[config.mk]
export PLATFORM = sky130hd
export DESIGN_NAME = uart_rx_fifo_flat
export DESIGN_NICKNAME = d
export VERILOG_FILES = /design/src/rtl/uart_rx_fifo_if.sv /design/src/rtl/uart_rx_fifo.sv /design/src/flat_wrapper.sv
export SDC_FILE = /design/constraint.sdc
export NUM_CORES = 1
export LEC_CHECK = 0
export ABC_AREA = 1
export BUFFER_PORTS_ARGS = -buffer_cell sky130_fd_sc_hd__buf_2
export CAP_MARGIN = 10
export CORE_MARGIN = 2
export CORE_UTILIZATION = 42
export DETAILED_ROUTE_END_ITERATION = 7
export MAX_ROUTING_LAYER = met4
export SYNTH_ARGS = -nofsm -noshare
export SYNTH_HDL_FRONTEND = slang
export SYNTH_SLANG_ARGS = --single-unit
[constraint.sdc]
create_clock -name clk -period 1.89 [get_ports clk]
set_input_delay 0.0945 -clock clk [delete_from_list [all_inputs] [get_ports clk]]
set_output_delay 0.0945 -clock clk [all_outputs]
set_load 0.03 [all_outputs]
[src/rtl/uart_rx_fifo_if.sv]
// Bundles the receiver-side capture inputs and the host-side read/status
// signals of the UART receive FIFO. The host (or a test bench) uses the
// master view; the FIFO itself uses the slave view.
interface uart_rx_fifo_if #(
  parameter int DEPTH_LOG2 = 4
);
  // Receiver side
  logic [7:0]          rx_data;
  logic                rx_int;
  // Host control
  logic                flush;
  logic                rd_en;
  logic                ovf_clr;
  // Host read data and status
  logic [7:0]          rd_data;
  logic                rd_valid;
  logic                empty;
  logic                full;
  logic [DEPTH_LOG2:0] count;
  logic                overflow;

  modport master (
    output rx_data, rx_int, flush, rd_en, ovf_clr,
    input  rd_data, rd_valid, empty, full, count, overflow
  );

  modport slave (
    input  rx_data, rx_int, flush, rd_en, ovf_clr,
    output rd_data, rd_valid, empty, full, count, overflow
  );
endinterface

[src/rtl/uart_rx_fifo.sv]
// Captures one byte per UART frame (rx_int falling edge) into a circular FIFO drained by rd_en.
// Latency: byte visible 2 edges after rx_int first samples low; read data 1 cycle after rd_en.
// Backpressure: none toward the receiver; a byte arriving while full is dropped and sets sticky overflow.
module uart_rx_fifo #(
  parameter int DEPTH_LOG2 = 4
) (
  input  logic           clk,
  input  logic           rst_n,
  uart_rx_fifo_if.slave  bus
);

  localparam int unsigned         DEPTH    = 2 ** DEPTH_LOG2;
  localparam logic [DEPTH_LOG2:0] FULL_CNT = (DEPTH_LOG2 + 1)'(1) << DEPTH_LOG2;

  // Edge-detect pipeline on rx_int
  logic s0_q, s0_d;
  logic s1_q, s1_d;

  // FIFO bookkeeping
  logic [DEPTH_LOG2-1:0] wr_ptr_q, wr_ptr_d;
  logic [DEPTH_LOG2-1:0] rd_ptr_q, rd_ptr_d;
  logic [DEPTH_LOG2:0]   count_q,  count_d;

  // Registered host outputs
  logic [7:0] rd_data_q,  rd_data_d;
  logic       rd_valid_q, rd_valid_d;
  logic       overflow_q, overflow_d;

  // Storage; contents are meaningless until written, so no reset
  logic [7:0] mem_q [DEPTH];

  // Per-cycle events
  logic wr_stb;
  logic empty;
  logic full;
  logic rd_acc;
  logic wr_acc;
  logic drop;

  assign empty = (count_q == '0);
  assign full  = (count_q == FULL_CNT);

  // Decode write/read/drop events and compute next state; flush overrides both ports
  always_comb begin
    wr_stb = s1_q & ~s0_q;
    rd_acc = bus.rd_en & ~empty & ~bus.flush;
    // A read in the same cycle frees a slot, so a full FIFO still accepts the byte
    wr_acc = wr_stb & ~bus.flush & (~full | rd_acc);
    drop   = wr_stb & ~bus.flush & full & ~rd_acc;

    s0_d       = bus.rx_int;
    s1_d       = s0_q;
    wr_ptr_d   = wr_ptr_q;
    rd_ptr_d   = rd_ptr_q;
    count_d    = count_q;
    rd_data_d  = rd_data_q;
    rd_valid_d = rd_acc;

    if (bus.flush) begin
      wr_ptr_d = '0;
      rd_ptr_d = '0;
      count_d  = '0;
    end else begin
      if (wr_acc) wr_ptr_d = wr_ptr_q + 1'b1;
      if (rd_acc) begin
        rd_ptr_d  = rd_ptr_q + 1'b1;
        rd_data_d = mem_q[rd_ptr_q];
      end
      case ({wr_acc, rd_acc})
        2'b10:   count_d = count_q + 1'b1;
        2'b01:   count_d = count_q - 1'b1;
        default: count_d = count_q;
      endcase
    end

    // A drop in the same cycle as a clear must remain visible to the host
    if (drop)             overflow_d = 1'b1;
    else if (bus.ovf_clr) overflow_d = 1'b0;
    else                  overflow_d = overflow_q;
  end

  // State and output registers
  always_ff @(posedge clk or negedge rst_n) begin
    if (!rst_n) begin
      s0_q       <= 1'b0;
      s1_q       <= 1'b0;
      wr_ptr_q   <= '0;
      rd_ptr_q   <= '0;
      count_q    <= '0;
      rd_data_q  <= 8'h00;
      rd_valid_q <= 1'b0;
      overflow_q <= 1'b0;
    end else begin
      s0_q       <= s0_d;
      s1_q       <= s1_d;
      wr_ptr_q   <= wr_ptr_d;
      rd_ptr_q   <= rd_ptr_d;
      count_q    <= count_d;
      rd_data_q  <= rd_data_d;
      rd_valid_q <= rd_valid_d;
      overflow_q <= overflow_d;
    end
  end

  // Byte capture into the slot at the write pointer
  always_ff @(posedge clk) begin
    if (wr_acc) mem_q[wr_ptr_q] <= bus.rx_data;
  end

  assign bus.rd_data  = rd_data_q;
  assign bus.rd_valid = rd_valid_q;
  assign bus.empty    = empty;
  assign bus.full     = full;
  assign bus.count    = count_q;
  assign bus.overflow = overflow_q;

endmodule

[src/flat_wrapper.sv]
// flat-port wrapper written by rule: the top's interface ports become plain ports
module uart_rx_fifo_flat 
#(
  parameter int DEPTH_LOG2 = 4
)
  (clk, rst_n, bus_rx_data, bus_rx_int, bus_flush, bus_rd_en, bus_ovf_clr, bus_rd_data, bus_rd_valid, bus_empty, bus_full, bus_count, bus_overflow);
  uart_rx_fifo_if #(.DEPTH_LOG2(DEPTH_LOG2)) bus_i ();
  input  logic clk;
  input  logic rst_n;
  input wire logic [$bits(bus_i.rx_data)-1:0] bus_rx_data;
  input wire logic [$bits(bus_i.rx_int)-1:0] bus_rx_int;
  input wire logic [$bits(bus_i.flush)-1:0] bus_flush;
  input wire logic [$bits(bus_i.rd_en)-1:0] bus_rd_en;
  input wire logic [$bits(bus_i.ovf_clr)-1:0] bus_ovf_clr;
  output wire logic [$bits(bus_i.rd_data)-1:0] bus_rd_data;
  output wire logic [$bits(bus_i.rd_valid)-1:0] bus_rd_valid;
  output wire logic [$bits(bus_i.empty)-1:0] bus_empty;
  output wire logic [$bits(bus_i.full)-1:0] bus_full;
  output wire logic [$bits(bus_i.count)-1:0] bus_count;
  output wire logic [$bits(bus_i.overflow)-1:0] bus_overflow;
  assign bus_i.rx_data = bus_rx_data;
  assign bus_i.rx_int = bus_rx_int;
  assign bus_i.flush = bus_flush;
  assign bus_i.rd_en = bus_rd_en;
  assign bus_i.ovf_clr = bus_ovf_clr;
  assign bus_rd_data = bus_i.rd_data;
  assign bus_rd_valid = bus_i.rd_valid;
  assign bus_empty = bus_i.empty;
  assign bus_full = bus_i.full;
  assign bus_count = bus_i.count;
  assign bus_overflow = bus_i.overflow;
  uart_rx_fifo #(.DEPTH_LOG2(DEPTH_LOG2)) u_core (.clk(clk), .rst_n(rst_n), .bus(bus_i));
endmodule
==> impl_metrics.csv <==
group,metric,value,unit
sta,final_max_slew_viol_count,0,
run,drv_cap,0,
route,wirelength,14200,µm
grt,grt_pass1_wl,22900,µm
worst_hold_path,whs_endpoint,"u_core.rd_ptr_q[2]",
cells_and_area,drive_gt1_share,18.6,%
logic_synthesis,synth-warning-count,0,
worst_setup_path,arrival,2.15,ns
grt,antenna_found_initial,0,
sta,fin_skew,0.00928,ns
sta,setup_slack,0.0893,ns
logic_synthesis,synth-main-ff-cell,"edfxtp_1",
grt,grt_pass1_vias,4279,
sta,fin_crit,1.80,ns
worst_setup_path,start_kind,"register",
worst_setup_path,rr_startpoint,"u_core.bus.count[1]",
cells_and_area,nets,661,
sta,slew_headroom,62.8,%
worst_setup_path,cpMaxStageDelayCell,"dfrtp_2",
route,ant_nets,0,
clocking,root_buffer,"clkbuf_16",
cells_and_area,multi_input_area,1790,µm²
grt,gr-total-overflow,0,
sta,setup-violations-final,0,
clocking,clkTransAtPathRegs,0.06,ns
placed_design,dp_hpwl,9550,µm
cells_and_area,diodes,0,
pwr,power_density,1330,nW/µm²
logic_synthesis,syn_avg_cell_area,11.2,µm²
floorplan,die_h,128,µm
pwr,peakVddDrop,731,µV
floorplan,ios,31,
cells_and_area,final_cell_count_no_fill,839,
worst_setup_path,crit_chain,"nor2_4, nand3_4, nand3_4, nor2_4, ha_4, a21oi_2, nand2_1, nand2_1, nand2_1, a21oi_1, nand3_1, nand2_1",
sta,rsz0062_at_grt,"true",
worst_setup_path,timing.rr.end,"u_core.bus.count[4]",
placed_design,dp.cells,799,
floorplan,core,15100,µm²
placed_design,place_ws,0.0808,ns
logic_synthesis,yosys.area.top_type,"edfxtp_1",
sta,worst_slew_pin_slew,0.558,ns
grt,grt_max_degree,49,
logic_synthesis,ys_top_cells_by_area,"edfxtp_1 (60%), dfrtp_1 (9.7%), nor2_1 (8.8%), nand3_1 (4.8%), o21ai_1 (4.5%)",
route,remaining_drc_errors,0,
logic_synthesis,synth_edf_count,128,
placed_design,finalWeightedCongestion,0.828,
grt,track_usage,19.2,%
worst_setup_path,crit_buf_inv,0,
logic_synthesis,ys_seq_area_share,69.3,%
status,status,"finished clean",
sta,hold-worst-slack,0.0381,ns
worst_hold_path,holdCritPathClass,"in2reg",
floorplan,chipWidth,128,µm
logic_synthesis,ys_ff_latch,153,
clocking,cts_buffers,17,
logic_synthesis,async_reset_ff_share,16.3,%
floorplan,initial_utilization,42.7,%
worst_hold_path,worstHoldPathCells,3,
worst_setup_path,cp_top_family,"simple AND/OR/NAND/NOR gates",
worst_setup_path,crit_path_max_incr_delay,0.41,ns
cells_and_area,postLayoutCoreUtil,50.7,%
cells_and_area,nFillCells,1369,
worst_setup_path,cpMostUsedCell,"nand2_1",
route,wl_per_cell,16.9,µm
logic_synthesis,synth.most_common_cell,"nor2_1",
clocking,cts_tree,"yes",
worst_setup_path,worstSetupPathType,"reg2reg",
worst_setup_path,critPathMaxFanout,4,
route,vias,4329,
cells_and_area,seq_area,4480,µm²
floorplan,std_cell_rows,45,
pwr,leakage,2.92,nW
sta,final-hold-violation-count,0,
worst_setup_path,end_kind,"register",
logic_synthesis,synth_common_cells,"nor2_1 (152), edfxtp_1 (128), nand3_1 (62)",
worst_setup_path,critPathRequiredTime,2.24,ns
worst_hold_path,hold_start,"bus_rd_en",
logic_synthesis,syn-cell-area,6450,µm²
sta,fin_crit_sh,95.3,%
worst_setup_path,rr_worst_depth,12,
route,first_pass_iters,7,
clocking,clock-sinks,153,
placed_design,io_buffers,30,
route,via_per_inst,5.16,
logic_synthesis,synth_top_area_share,59.6,%
clocking,clock_latency,0.42,ns
logic_synthesis,syn_inst,577,
clocking,clk_path_buf_depth,2,
worst_setup_path,ff2ff_setup_slack,0.09,ns
logic_synthesis,yosysUniqueCellTypes,24,
logic_synthesis,synthesis.nets,600,
route,drt_iter0_drc,348,
cells_and_area,areaGrowthSynthToFinish,18.6,%
sta,max_freq,555,MHz
floorplan,dieArea,16400,µm²
clocking,htree_levels,4,
## kinds of logic (layout without fill, tap and decap cells)
family	count (synthesis)	count (layout)	share of synthesized area [%]
buffers and inverters	49	123	3.96
DFF	153	153	69.3
xor gates and xnor gates	2	2	0.272
adders and majority gates	9	9	1.86
AOI/OAI and AO/OA	82	82	6.38
and+or+nand+nor	282	282	18.2
## metrics by stage
step                cell area, µm²  total power, mW  setup TNS (ns)
floorplan                     6490             6.01           -5.09
global placement              6980             6.78               0
detailed placement            6980             6.81               0
CTS                           7580             10.1               0
global route                  7650             10.7         -0.0407
finish                        7650             10.1               0
## cells in the final DEF (no fill, tap or decap), types with 2 or more instances in the layout
cell / instances
inv_8: 3
inv_1: 13
nor2_1: 149
inv_6: 2
dfrtp_2: 6
nand4_1: 2
edfxtp_1: 128
dfrtp_1: 19
clkinv_4: 4
xor2_1: 2
clkinvlp_4: 2
nand2_1: 60
ha_4: 2
buf_4: 32
nand3_4: 2
clkbuf_16: 17
nand3_1: 62
o21ai_1: 58
dlygate4sd3_1: 3
ha_1: 6
clkinv_1: 2
buf_2: 30
buf_12: 3
o21ai_0: 18
nor2_4: 3
a21oi_1: 4
inv_2: 8
## report_power, final
part | leakage, nW | switching (mW) | internal, mW | total, mW
Clock | 0.274 | 1.38 | 1.84 | 3.22
Sequential | 1.47 | 0.154 | 3.84 | 3.99
Combinational | 1.18 | 1.90 | 1.03 | 2.93
Total | 2.92 | 3.43 | 6.71 | 10.1
## sequential cells by signal, summed over array words and instances, names as in the netlist
signal	cells
u_core.s1_q	1
u_core.bus.rd_data	8
u_core.bus.rd_valid	1
u_core.bus.count	5
u_core.s0_q	1
u_core.rd_ptr_q	4
u_core.wr_ptr_q	4
u_core.mem_q	128
u_core.bus.overflow	1
## worst reg2reg max path: stages, from the launching register on
cell and delay [ns]:
dfrtp_2 0.41, nor2_4 0.05, nand3_4 0.10, nand3_4 0.11
nor2_4 0.21, ha_4 0.24, a21oi_2 0.15, nand2_1 0.06
nand2_1 0.08, nand2_1 0.05, a21oi_1 0.13, nand3_1 0.08
nand2_1 0.07
## layout make-up
cell class | count | share of cell area (%)
clock buffers | 18 | 5.61
clock inverters | 14 | 1.83
inverters | 22 | 1.08
multi-input cells | 375 | 23.5
flip-flops and latches | 153 | 58.5
well taps | 188 | 3.07
repair buffers | 69 | 6.43
## worst max path at each step
stage / from / endpoint / slack, ns / depth (start not counted)
6_report: u_core.bus.count[1] / u_core.bus.count[4] / 0.09 / 12
3_3_place_gp: u_core.bus.count[1] / u_core.bus.count[4] / 0.11 / 12
2_1_floorplan: u_core.bus.count[2] / u_core.mem_q[0][0] / -0.04 / 8
5_1_grt: u_core.bus.count[1] / u_core.bus.count[4] / -0.02 / 12
3_5_place_dp: u_core.bus.count[3] / u_core.mem_q[6][5] / 0.08 / 9
4_1_cts: u_core.bus.count[3] / u_core.mem_q[6][5] / 0.07 / 9
## timing repair
item,4_1_cts,5_1_grt
endpoints found under the hold margin,27,0
setup buffers,0,5
hold buffers,3,0
resized for setup,0,6
setup endpoints to repair,0,93
## layer usage
| layer | GRT usage [%] | up-vias | share of wire [%] |
|---|---|---|---|
| met5 | - | - | 0 |
| met4 | 4.46 | 0 | 0.71 |
| met1 | 26.4 | 2110 | 48 |
| met3 | 4.88 | 10 | 4.5 |
| met2 | 28.9 | 90 | 46 |
| li1 | - | 2119 | - |
Power figures use the tool's default switching activity.
